--- config.mk ---
export PLATFORM = sky130hd
export DESIGN_NAME = step_decoder
export DESIGN_NICKNAME = d
export VERILOG_FILES = /design/src/rtl/step_decoder_pkg.sv /design/src/rtl/step_decoder_onehot_dec.sv /design/src/rtl/step_decoder.sv
export SDC_FILE = /design/constraint.sdc
export NUM_CORES = 1
export LEC_CHECK = 0
export CORE_MARGIN = 2
export CORE_UTILIZATION = 37
export DETAILED_ROUTE_END_ITERATION = 12
export PLACE_DENSITY = 0.73
export SLEW_MARGIN = 20
export SYNTH_ARGS = -nofsm -noshare
export SYNTH_HDL_FRONTEND = slang
export SYNTH_SLANG_ARGS = --single-unit
--- constraint.sdc ---
create_clock -name clk -period 1.7 [get_ports clk]
set_input_delay 0.34 -clock clk [delete_from_list [all_inputs] [get_ports clk]]
set_output_delay 0.34 -clock clk [all_outputs]
set_load 0.01 [all_outputs]
--- src/rtl/step_decoder_pkg.sv ---
// Shared definitions for the step decoder.
//   mode_e          : DIRECT (decode sel) or STEP (internal sequencer)
//   DEFAULT_SEL_W   : default index width in bits
package step_decoder_pkg;

  localparam int DEFAULT_SEL_W = 3;

  typedef enum logic {
    MODE_DIRECT = 1'b0,
    MODE_STEP   = 1'b1
  } mode_e;

endpackage : step_decoder_pkg

--- src/rtl/step_decoder_onehot_dec.sv ---
// Combinational one-hot decoder.
//   a   : index to decode
//   en  : 0 forces an all-zero output
//   out : bit k set iff en and a == k
module onehot_dec #(
  parameter  int SEL_W = 3,
  localparam int OUT_W = 1 << SEL_W
) (
  input  logic [SEL_W-1:0] a,
  input  logic             en,
  output logic [OUT_W-1:0] out
);

  always_comb begin
    // NOTE: a default assignment ahead of any conditional write keeps this block free of inferred latches.
    out = '0;
    if (en) begin
      out[a] = 1'b1;
    end
  end

endmodule : onehot_dec

--- src/rtl/step_decoder.sv ---
// Index sequencer with registered one-hot decode.
//   clk, rst_n : rising-edge clock, synchronous active-low reset
//   en         : output enable; 0 holds idx and forces out to zero
//   mode       : DIRECT loads sel, STEP advances 0..last and wraps
//   sel, last  : DIRECT index / final STEP index (inclusive)
//   restart    : forces idx to 0, even when disabled
//   out        : registered one-hot of idx, or all-zero
//   idx        : registered current index
//   wrap       : one-cycle pulse when STEP returns to 0
module step_decoder
  import step_decoder_pkg::*;
#(
  parameter  int SEL_W = DEFAULT_SEL_W,
  localparam int OUT_W = 1 << SEL_W
) (
  input  logic             clk,
  input  logic             rst_n,
  input  logic             en,
  input  logic             mode,
  input  logic [SEL_W-1:0] sel,
  input  logic [SEL_W-1:0] last,
  input  logic             restart,
  output logic [OUT_W-1:0] out,
  output logic [SEL_W-1:0] idx,
  output logic             wrap
);

  mode_e            mode_s;
  logic             at_end;
  logic [SEL_W-1:0] idx_q, idx_d;
  logic [OUT_W-1:0] out_q, out_d;
  logic             wrap_q, wrap_d;

  assign mode_s = mode_e'(mode);

  // ">=" rather than "==" so an index loaded above last in DIRECT mode
  // still returns to 0 on the first STEP edge instead of running on.
  assign at_end = (idx_q >= last);

  always_comb begin
    idx_d  = idx_q;
    wrap_d = 1'b0;
    if (restart) begin
      idx_d = '0;
    end else if (en) begin
      if (mode_s == MODE_DIRECT) begin
        idx_d = sel;
      end else begin
        idx_d  = at_end ? '0 : idx_q + SEL_W'(1);
        wrap_d = at_end;
      end
    end
  end

  // Decode the next index so out lines up with idx after the same edge.
  onehot_dec #(.SEL_W(SEL_W)) u_dec (
    .a   (idx_d),
    .en  (en),
    .out (out_d)
  );

  always_ff @(posedge clk) begin
    // NOTE: sequential state uses non-blocking assignments so every register samples pre-edge values.
    if (!rst_n) begin
      idx_q  <= '0;
      out_q  <= '0;
      wrap_q <= 1'b0;
    end else begin
      idx_q  <= idx_d;
      out_q  <= out_d;
      wrap_q <= wrap_d;
    end
  end

  assign out  = out_q;
  assign idx  = idx_q;
  assign wrap = wrap_q;

endmodule : step_decoder

==> results of run 1 <==
-- state kept, by name, summed over array words and instances, names as in the netlist --
name  flops
out       8
idx       3
wrap      1
-- worst paths after layout --
kind                             start  slack [ps]  endpoint  depth (start not counted)
worst max-delay path            idx[0]          30    out[3]                          6
worst min-delay path            idx[0]         720    idx[0]                          2
worst max register to register  idx[0]          30    out[3]                          6
worst min register to register  idx[0]         720    idx[0]                          2
-- cells by family (layout without fill, tap and decap cells) --
kind of cell,Yosys count,count (layout),synth area share [%]
flip-flops,12,12,41.47
XOR/XNOR,1,1,1.512
adder cells (fa/ha/maj),4,4,8.640
buffers and inverters,6,47,3.887
AND/OR/NAND/NOR,26,26,25.06
AO/OA/AOI/OAI,10,10,19.44
-- through the flow --
step,setup WS (ps),utilization [%],instance area (um^2),setup TNS [ps]
CTS,4.571,71.51,1065,0
finish,30.22,73.45,1094,0
detailed placement,-489.0,62.02,923.4,-4490
global placement,-475.7,62.02,923.4,-4531
global route,-34.80,73.45,1094,-70.87
floorplan,2.346,-,596.8,0
-- where the power goes --
group | switching [uW] | internal [uW]
combinational | 82.3 | 102
clock | 103 | 131
sequential | 3.92 | 287
-- cell type report --
class | count | area share, %
Sequential cell | 12 | 22.54
Timing Repair Buffer | 38 | 30.89
Tap cell | 16 | 1.831
Inverter | 5 | 1.716
Clock buffer | 4 | 3.318
Multi-Input combinational cell | 41 | 39.70
-- placed cells by master, fill, tap and decap left out, drive strengths merged --
master / instances
o21a: 1
nand3: 2
dlygate4sd2: 2
clkdlybuf4s15: 1
a211oi: 1
o2111ai: 1
ha: 4
buf: 16
a311o: 1
nor4b: 1
nor2b: 2
nand2b: 5
nand2: 3
o2111a: 1
nor2: 10
xor2: 1
clkdlybuf4s50: 19
o211ai: 1
dfxtp: 12
inv: 5
a21oi: 1
and3: 2
and2: 1
clkbuf: 4
a311oi: 3
-- routing by layer --
| metal | global-route usage (%) | part of all wire, % |
|---|---|---|
| met3 | 5.000 | 3.5 |
| met5 | 0 | 0 |
| met4 | 10.91 | 2.3 |
| met1 | 22.80 | 44 |
| met2 | 31.76 | 50 |
-- tightest hold or removal path, cell delays in order, from the launching register on --
cell and delay (ps):
sky130_fd_sc_hd__dfxtp_4 350, sky130_fd_sc_hd__buf_4 150, sky130_fd_sc_hd__o2111a_1 190
-- repair_timing --
item | CTS | global route
resized for setup | 17 | 7
endpoints found under the setup margin | 10 | 9
pin swaps | 9 | 8
buffers inserted | 4 | 0
==> out/results.txt, run 1 <==
The flow ran to the end, and the final reports show no timing, DRC or antenna violations. The tools report the portion of the post-synthesis area used by sequential elements as 41.47%. The run gives 116 as the number of cells in the finished layout apart from fillers. The run gives 0 as the hold violation total from the final report.

In this run the worst hold path is classified as reg2reg. Using the TritonRoute via totals, the vias-per-cell ratio works out to 5.121. Relative to the synthesized area, the layout overhead comes to 88.77%. The congestion estimate from routability-driven global placement came to 0.8830. For the pin with the worst max-slew slack, the measured transition is 326.3 ps. The largest individual stage delay along the critical path comes from the cell sky130_fd_sc_hd__a311o_1. The number of placed instances, taps included, is 108.

A synthesized cell averages 9.819 um^2. Initial antenna violation count: 0. 0 antenna diodes ended up in the layout. For the final max-slew violation count, the log shows 0. The clock buffer count from CTS is 3, and the pin count of the biggest net entering global routing is 8. Between clock sinks in the finished design, the worst skew comes to 3.029 ps. STA puts the critical path data arrival time at 1850 ps. Initial cell density of the core: 38.91%. The count of nets left with antenna violations once routing finished came out at 0. Deepest level of the CTS H-tree: 1. Capturing element type of the critical path: a flop. The post-synthesis async set-or-reset flop share works out to 0%. The clock tree buffer depth is 2. Counting flops and latches in the post-synthesis netlist gives 12. For this design the ratio of total power to cell area is 648.6 mW/mm^2. Maximum vdd ir drop: 0.0004629 V.

The worst-skew pair later-pin latency is 280 ps. For this run, the detailed router's first-pass iteration total came to 4. The first-pass GRT wire length is 2615 um, and the net count of the finished layout is 116.

The clock period could shrink to 1670 ps. Number of cells produced by synthesis: 59. Traced cell by cell, the critical path runs through buf_4 > ha_2 > xor2_2 > nand3_4 > a311o_1 > and3_1.

The Yosys step of the flow raised 0 warnings. For the total global-route track usage, the log shows 19.38%. The stage delay of the slowest cell on the critical path was 420 ps; the hold buffer count at cts was 0.

The clock net in this run drives a total of 12 sinks. Final hold analysis gives a worst-case slack of 721.9 ps. The number of primary I/O pins was 23; the die extent in x was 43.57 um. In this run the vertical extent of the chip is 43.57 um. In the routed design, unresolved DRC markers number 0. Max-cap violations in this run came to 0.

The biggest area consumer among synthesized cells was sky130_fd_sc_hd__dfxtp_1. The floorplan has 14 rows. Die outline area: 0.001898 mm^2. Overall power after layout: 709.2 uW. In this run the tightest slew margin relative to its limit is 78.25%.

The number of I/O port buffers was 22; the fraction of final layout cells sized beyond drive strength 1 was 43.00%. The total area inside the core boundary comes to 0.001489 mm^2. Broken down by cell family, the worst path's largest delay share belongs to compound AO/OA/AOI/OAI gates. Across all layers, the routed design uses 594 vias.

The routed design has 1625 um of wire. After legalization and detailed placement, the total HPWL measured 1004 um. Number of DRC markers in iteration 0: 12.

At the worst endpoint, the required time is 1880 ps. The tools report the via count of the first global-routing pass as 589. Dividing the final minimum period by the clock period gives 98.22%. The number of setup violations in the final report was 0; the combined area of the multi-input logic cells was 434.2 um^2.

In this run the static leakage power is 0.0004432 uW. Counting the fill cells in the layout gives 95. The flip-flop cell with the highest count after synthesis was sky130_fd_sc_hd__dfxtp_1. TritonCTS built the clock tree. The share of the synthesized area in the top cell type is 41.47%.

Dividing the detail-routed wire length by the instance count gives 14.01 um. Ranked by instance count, the synthesized netlist is headed by 12 x sky130_fd_sc_hd__dfxtp_1, 10 x sky130_fd_sc_hd__nor2_1, 5 x sky130_fd_sc_hd__inv_1, 5 x sky130_fd_sc_hd__nand2b_1, 4 x sky130_fd_sc_hd__ha_1. In the post-synthesis netlist, the biggest area contributors are sky130_fd_sc_hd__dfxtp_1 41%, sky130_fd_sc_hd__ha_1 8.6%, sky130_fd_sc_hd__nor2_1 6.5%.

Setup repair after global routing could not meet its margin everywhere. The area used by sequential logic in the layout is 246.5 um^2. The launching element type of the critical path is a flop. The worst setup path is of the reg2reg kind. The largest fanout on the critical path is 5, and the post-synth net total is 74.

The total buffers and inverters traversed by the critical path is 1. In the post-synthesis netlist, the cell with the most instances is sky130_fd_sc_hd__dfxtp_1. Cell area after synthesis: 579.3 um^2. The root buffer cell chosen for the clock tree is sky130_fd_sc_hd__clkbuf_4.

The total congestion overflow is 0. The synthesized design contains 0 enable-type register cells. Number of distinct library cell variants in the gate-level netlist after synthesis: 24. The clock transition at the registers of the reported paths came out at 80 ps.

Derived from the worst setup path, the maximum achievable clock frequency is 0.5989 GHz.
No activity file was read; power rests on OpenSTA's default activity.
==> inputs of run 2 (changes only) <==
- CORE_UTILIZATION: 37 -> 41
- PLACE_DENSITY: 0.73 -> 0.76
- clock period: 1.7 -> 1.8 ns (I/O delays scaled with it)
==> run 2 against run 1 <==
Clock skew grew 0.57 ps. Sequential power down 5%. Sequential share of layout area rose by 1.9 points. Flip-flop and latch count stayed put. Worst setup slack improved by 30 ps. Critical endpoint is now out[6].
==> out/results.txt, run 2 (synthesis results as in run 1) <==
The stage delay of the slowest cell on the critical path was 420 ps (about the same). Relative to the synthesized area, the layout overhead comes to 70.63%. The remaining number of nets flagged by the antenna check after routing was 0 (unchanged); the number of primary I/O pins was 23 (unchanged). The total congestion overflow is 0 (unchanged), and the first-pass detailed-route iteration total is 4 (unchanged). The final clock period utilization by the worst path was 96.64% (-1.6 points); the final period demand of the worst path was 1740 ps (+69.78 ps). TritonCTS built the clock tree. The logs give 1639 um (+0.86%) for the wire length reported by the detailed router and 0.001318 mm^2 (-12%) for the area inside the core boundary. For the final-layout worst hold slack, the log shows 528.6 ps (-193.2 ps). The final clock skew came out at 3.597 ps (+0.5681 ps).

The critical path goes through ha_2 > nand2_2 > o21a_4 > a311oi_2 > nand2_1 > nor2_1. The clock transition at the registers of the reported paths was 80 ps (about the same). The initial cell density of the core is 43.97% (+5.1 points). For the clock tree buffer depth, the log shows 2 (unchanged). The cell with the largest stage delay on the worst path is sky130_fd_sc_hd__a311oi_2. Part of the power in registers: 42.7% (+1.6 points).

The logs give 0 (unchanged) for the number of setup violations in the final report and 74.14% (-4.1 points) for the relative max-transition margin. For the deepest level of the CTS H-tree, the log shows 1 (unchanged). By startpoint and endpoint, the worst setup path is classified as reg2reg. For the overall power after layout, the log shows 646.0 uW (-8.9%).

The power density over cell area is 653.6 mW/mm^2 (+0.77%), and the final max-slew violation count is 0 (unchanged). The clock network fraction of design power is 34.6% (+1.7 points), and the die extent in x is 41.59 um (-4.5%). The register-to-register setup slack is 60 ps (+30 ps).

The tools report the number of DRC markers in iteration 0 as 9 (-3). The HPWL after detailed placement is 1101 um (+9.7%), and the number of design rule violations left after detail routing is 0 (unchanged). The transition time at the pin with the least slew margin was 387.9 ps (+61.68 ps). The die outline area is 0.001730 mm^2 (-8.9%), and the flip-flop count of the largest register, all copies and words added is 8 (unchanged). The net switching fraction of the power came out at 27.04% (+0.35 points). The worst setup path is captured at a flop. CTS placed an instance of sky130_fd_sc_hd__clkbuf_4 at the clock tree root. The flow ran to the end, and the final reports show no timing, DRC or antenna violations. The detailed-route via count was 565 (-4.9%). The logs give 0.5749 GHz (-4.0%) for the timing-limited maximum frequency and 107 (-7.8%) for the net count of the finished layout.

The logs give 0.8516 (-3.6%) for the routability congestion estimate from global placement and 174.7 uW (-7.7%) for the switching power. For the required time at the worst-slack endpoint, the log shows 2020 ps (+140 ps). The classification of the worst-slack hold path was in2reg. The tools report the hold violation total from the final report as 0 (unchanged). The largest fanout on the critical path works out to 4 (-1). The final setup TNS came out at 0 ps (unchanged). The launching element type of the critical path is a flop. Routed length per instance: 15.46 um (+10%).

The data arrival time of the critical path was 1960 ps (+110 ps); the fraction of final layout cells sized beyond drive strength 1 was 29.67% (-13 points). The combinational cell fraction of total power was 22.7% (-3.3 points); the number of I/O port buffers was 22 (unchanged). The library cells used most frequently in the layout, excluding fill and tap cells, are 18 x sky130_fd_sc_hd__clkdlybuf4s50_1, 11 x sky130_fd_sc_hd__dfxtp_1, 10 x sky130_fd_sc_hd__nor2_1.

The worst-skew pair later-pin latency was 280 ps (about the same). The first-pass GRT wire length is 2746 um (+5.0%), and the via count of the first global-routing pass is 576 (-2.2%). The initial antenna violation count was 0 (unchanged).

The library cell used most frequently in the layout, excluding fill and tap cells, is sky130_fd_sc_hd__clkdlybuf4s50_1. The total global-route track usage is 21.63% (+2.2 points), and the clock buffer count from CTS is 3 (unchanged). The run gives 13 (-1) as the number of placement rows. The maximum vdd ir drop is 0.0005602 V (+21%). For the pin count of the biggest net entering global routing, the log shows 8 (unchanged).

The die boundary height is 41.59 um (-4.5%). The number of inserted diodes is 0 (unchanged). The number of clock sinks seen by CTS was 12 (unchanged); the static leakage was 0.0004013 uW (-9.5%). The run gives 471.3 uW (-9.4%) as the cell-internal power. The via count normalized by instance count works out to 5.330 (+4.1%). The count of maximum capacitance violations came out at 0 (unchanged).
-- run 2: what timing repair did --
item                                    4_1_cts  5_1_grt
endpoints found under the setup margin       10        8
hold buffers                                  0        0
gates resized for setup                      14        3
pin swaps                                     7        1
buffers inserted                              1        0
-- run 2: power groups by stage --
stage / Clock (uW) / Sequential (uW) / Combinational (uW)
3_5_place_dp: 0 / 281 / 117
2_1_floorplan: 0 / 285 / 53.2
3_3_place_gp: 0 / 281 / 115
4_1_cts: 227 / 276 / 138
6_report: 224 / 276 / 146
5_1_grt: 240 / 277 / 156
-- run 2: critical path: cells and delay by family, from the launching register on --
kind / cells / cell delay [ps]
AO/OA/AOI/OAI: 2 / 640
flip-flops: 1 / 350
AND/OR/NAND/NOR: 3 / 350
adder cells (fa/ha/maj): 1 / 340
-- run 2: final timing paths --
kind	depth (start not counted)	end	start
setup / recovery	6	out[6]	idx[1]
hold / removal	2	wrap	mode
setup reg to reg	6	out[6]	idx[1]
hold reg to reg	2	idx[0]	idx[0]
-- run 2: cell type report --
class                           count  area, um^2
Tap cell                           15       18.77
Inverter                            5       18.77
Fill cell                          92       329.1
Timing Repair Buffer               29       271.5
Multi-Input combinational cell     41       401.6
Clock buffer                        4       36.28
Sequential cell                    12       241.5
-- run 2: stage by stage --
stage | setup WS (ps) | cells | utilization, % | area [um^2]
global route | -23.52 | 106 | 75.02 | 988.4
CTS | 79.20 | 106 | 73.88 | 973.4
floorplan | 33.69 | 59 | - | 579.3
finish | 60.44 | 106 | 75.02 | 988.4
detailed placement | -500.0 | 101 | 65.24 | 859.6
global placement | -511.3 | 101 | 65.24 | 859.6
-- run 2: routing by layer --
metal  share of wire [%]  GRT usage, %  vias up
li1                    -             -      271
met1                  41         25.41      272
met2                  52         35.00       20
met3                 6.7         9.565        2
met4                0.43         7.097        0
met5                   0             0        -
==> inputs of run 3 (changes only) <==
- CORE_MARGIN: 2 -> not set
==> run 3 against run 2 <==
Maximum frequency is 0.82% higher. Sequential share of layout area up 0.093 points. Die area shrank 9.4%. Register-to-register slack better by 20 ps.
==> out/results.txt, run 3 (synthesis results as in run 1) <==
The first-pass detailed-route iteration total was 4 (unchanged); the hold violation total from the final report was 0 (unchanged). The via count normalized by instance count was 5.255 (-1.4%); the number of I/O port buffers was 22 (unchanged). The die outline area is 0.001567 mm^2 (-9.4%). The die extent in x is 39.59 um (-4.8%), and the transition time at the pin with the least slew margin is 369.2 ps (-18.75 ps).

The worst-skew pair later-pin latency was 270 ps (about the same); the post-synthesis to final-layout area growth was 69.98%. In this run the worst setup path begins at idx[2]. The first-pass GRT wire length is 1966 um (-28%). The pin count of the biggest net entering global routing was 8 (unchanged); the maximum vdd ir drop was 0.0005100 V (-9.0%). The area inside the core boundary came out at 0.001301 mm^2 (-1.2%). The relative max-transition margin is 75.39% (+1.3 points). The power density over cell area is 639.2 mW/mm^2 (-2.2%).

For the part of the power in registers, the log shows 43.8% (+1.1 points). The via count of the first global-routing pass was 440 (-24%). Clock tree buffer depth: 2 (unchanged). Number of placement rows: 13 (unchanged).

The wire length reported by the detailed router is 1423 um (-13%), and the overall power after layout is 629.5 uW (-2.6%). The clock transition at the registers of the reported paths works out to 70 ps (about the same). The net count of the finished layout came out at 107 (unchanged).

The flip-flop count of the largest register, all copies and words added came out at 8 (unchanged). The number of design rule violations left after detail routing is 0 (unchanged). The deepest level of the CTS H-tree was 1 (unchanged); the routability congestion estimate from global placement was 0.8538 (+0.26%). The switching power came out at 157.2 uW (-10%).

The final clock skew came out at 4.571 ps (+0.9739 ps). The run gives 0.0003958 uW (-1.4%) as the static leakage. The largest fanout on the critical path was 3 (-1); the die boundary height was 39.59 um (-4.8%). In this run the most critical hold path is launched from idx[0].

Combinational cell fraction of total power: 23.0% (+0.3 points). The number of DRC markers in iteration 0 came out at 11 (+2). The initial cell density of the core was 44.52% (+0.55 points).

For the final max-slew violation count, the log shows 0 (unchanged). The total congestion overflow was 0 (unchanged). The worst hold path belongs to the class reg2reg. The number of primary I/O pins was 23 (unchanged). Launching element type of the critical path: a flop. The number of inserted diodes is 0 (unchanged), and the data arrival time of the critical path is 1370 ps (-590 ps).

The net switching fraction of the power was 24.98% (-2.1 points). The remaining number of nets flagged by the antenna check after routing came out at 0 (unchanged). In this run the clock root is driven by a sky130_fd_sc_hd__clkbuf_4.

The tools report the clock network fraction of design power as 33.2% (-1.4 points). The tools report the total global-route track usage as 19.50% (-2.1 points). The clock buffer count from CTS was 3 (unchanged). The initial antenna violation count came out at 0 (unchanged). The final clock period utilization by the worst path works out to 95.86% (-0.78 points). The classification of the worst setup path is reg2out. The detailed-route via count is 557 (-1.4%).

The timing-limited maximum frequency was 0.5796 GHz (+0.82%). TritonCTS built the clock tree. The capturing element type of the critical path was a primary output.

The library cells used most frequently in the layout, excluding fill and tap cells, are 19 x sky130_fd_sc_hd__clkdlybuf4s50_1, 11 x sky130_fd_sc_hd__dfxtp_1, 10 x sky130_fd_sc_hd__nor2_1. The cell-internal power is 472.2 uW (+0.19%), and the final period demand of the worst path is 1725 ps (-14.13 ps). The tools report the number of setup violations in the final report as 0 (unchanged). The library cell used most frequently in the layout, excluding fill and tap cells, is sky130_fd_sc_hd__clkdlybuf4s50_1. The HPWL after detailed placement is 1021 um (-7.3%).

The routed length per instance is 13.42 um (-13%). Launch point of the worst reg-to-reg path: idx[2]. The flow ran to the end, and the final reports show no timing, DRC or antenna violations. The fraction of final layout cells sized beyond drive strength 1 is 31.87% (+2.2 points), and the count of maximum capacitance violations is 0 (unchanged).

Core utilization of the finished layout: 75.67% (+0.65 points). The tools report the required time at the worst-slack endpoint as 1440 ps (-580 ps). The run gives 12 (unchanged) as the number of clock sinks seen by CTS.
run 3: changes by cell type in the layout (fill, tap and decap cells not counted), sizes merged:
| cell | before | now |
|---|---|---|
| dlymetal6s2s | 1 | 0 |
| clkdlybuf4s50 | 18 | 19 |
run 3: worst paths after layout:
| kind | endpoint | slack [ps] | depth (start not counted) |
|---|---|---|---|
| setup / recovery | idx[2] | 70 | 2 |
| hold / removal | idx[0] | 670 | 2 |
| setup reg to reg | out[0] | 80 | 7 |
| hold reg to reg | idx[0] | 670 | 2 |
run 3: through the flow:
step / hold WS (ps) / instance area [um^2] / TNS (ps) / setup WS (ps) / std cells
after floorplan: 436.7 / 579.3 / 0 / 33.69 / 59
after global placement: 664.7 / 859.6 / -4018 / -483.1 / 101
after detailed placement: 653.0 / 859.6 / -4760 / -533.6 / 101
after CTS: 675.4 / 942.2 / 0 / 68.19 / 106
after global routing: 702.6 / 984.7 / -44.35 / -17.48 / 106
final: 665.6 / 984.7 / 0 / 74.56 / 106
run 3: power groups by stage:
| stage | Sequential, uW | Combinational [uW] | Clock, uW |
|---|---|---|---|
| 6_report | 276 | 145 | 209 |
| 5_1_grt | 276 | 155 | 225 |
| 4_1_cts | 275 | 129 | 215 |
| 3_5_place_dp | 281 | 117 | 0 |
| 3_3_place_gp | 281 | 114 | 0 |
| 2_1_floorplan | 285 | 53.2 | 0 |
run 3: area by class of cell:
class	instances	area (um^2)
multi-input cells	41	400.4
clock buffers	4	36.28
well taps	15	18.77
repair buffers	29	269.0
fillers	93	316.6
flip-flops and latches	12	241.5
inverters	5	18.77
run 3: timing repair:
action / 4_1_cts / 5_1_grt
pin swaps: 8 / 2
resized for setup: 10 / 7
hold buffers: 0 / 0
endpoints found under the setup margin: 10 / 5
buffers inserted: 1 / 0
run 3: worst max-delay path, stage by stage, from the launching register on:
cell,delay [ps]
sky130_fd_sc_hd__dfxtp_1,410
sky130_fd_sc_hd__buf_4,160
sky130_fd_sc_hd__clkdlybuf4s50_1,530
run 3: layer usage:
metal | share of wire (%) | global-route usage (%)
met1 | 45 | 24.83
met2 | 47 | 31.97
met3 | 6.7 | 6.818
met4 | 0.49 | 2.586
met5 | 0 | 0
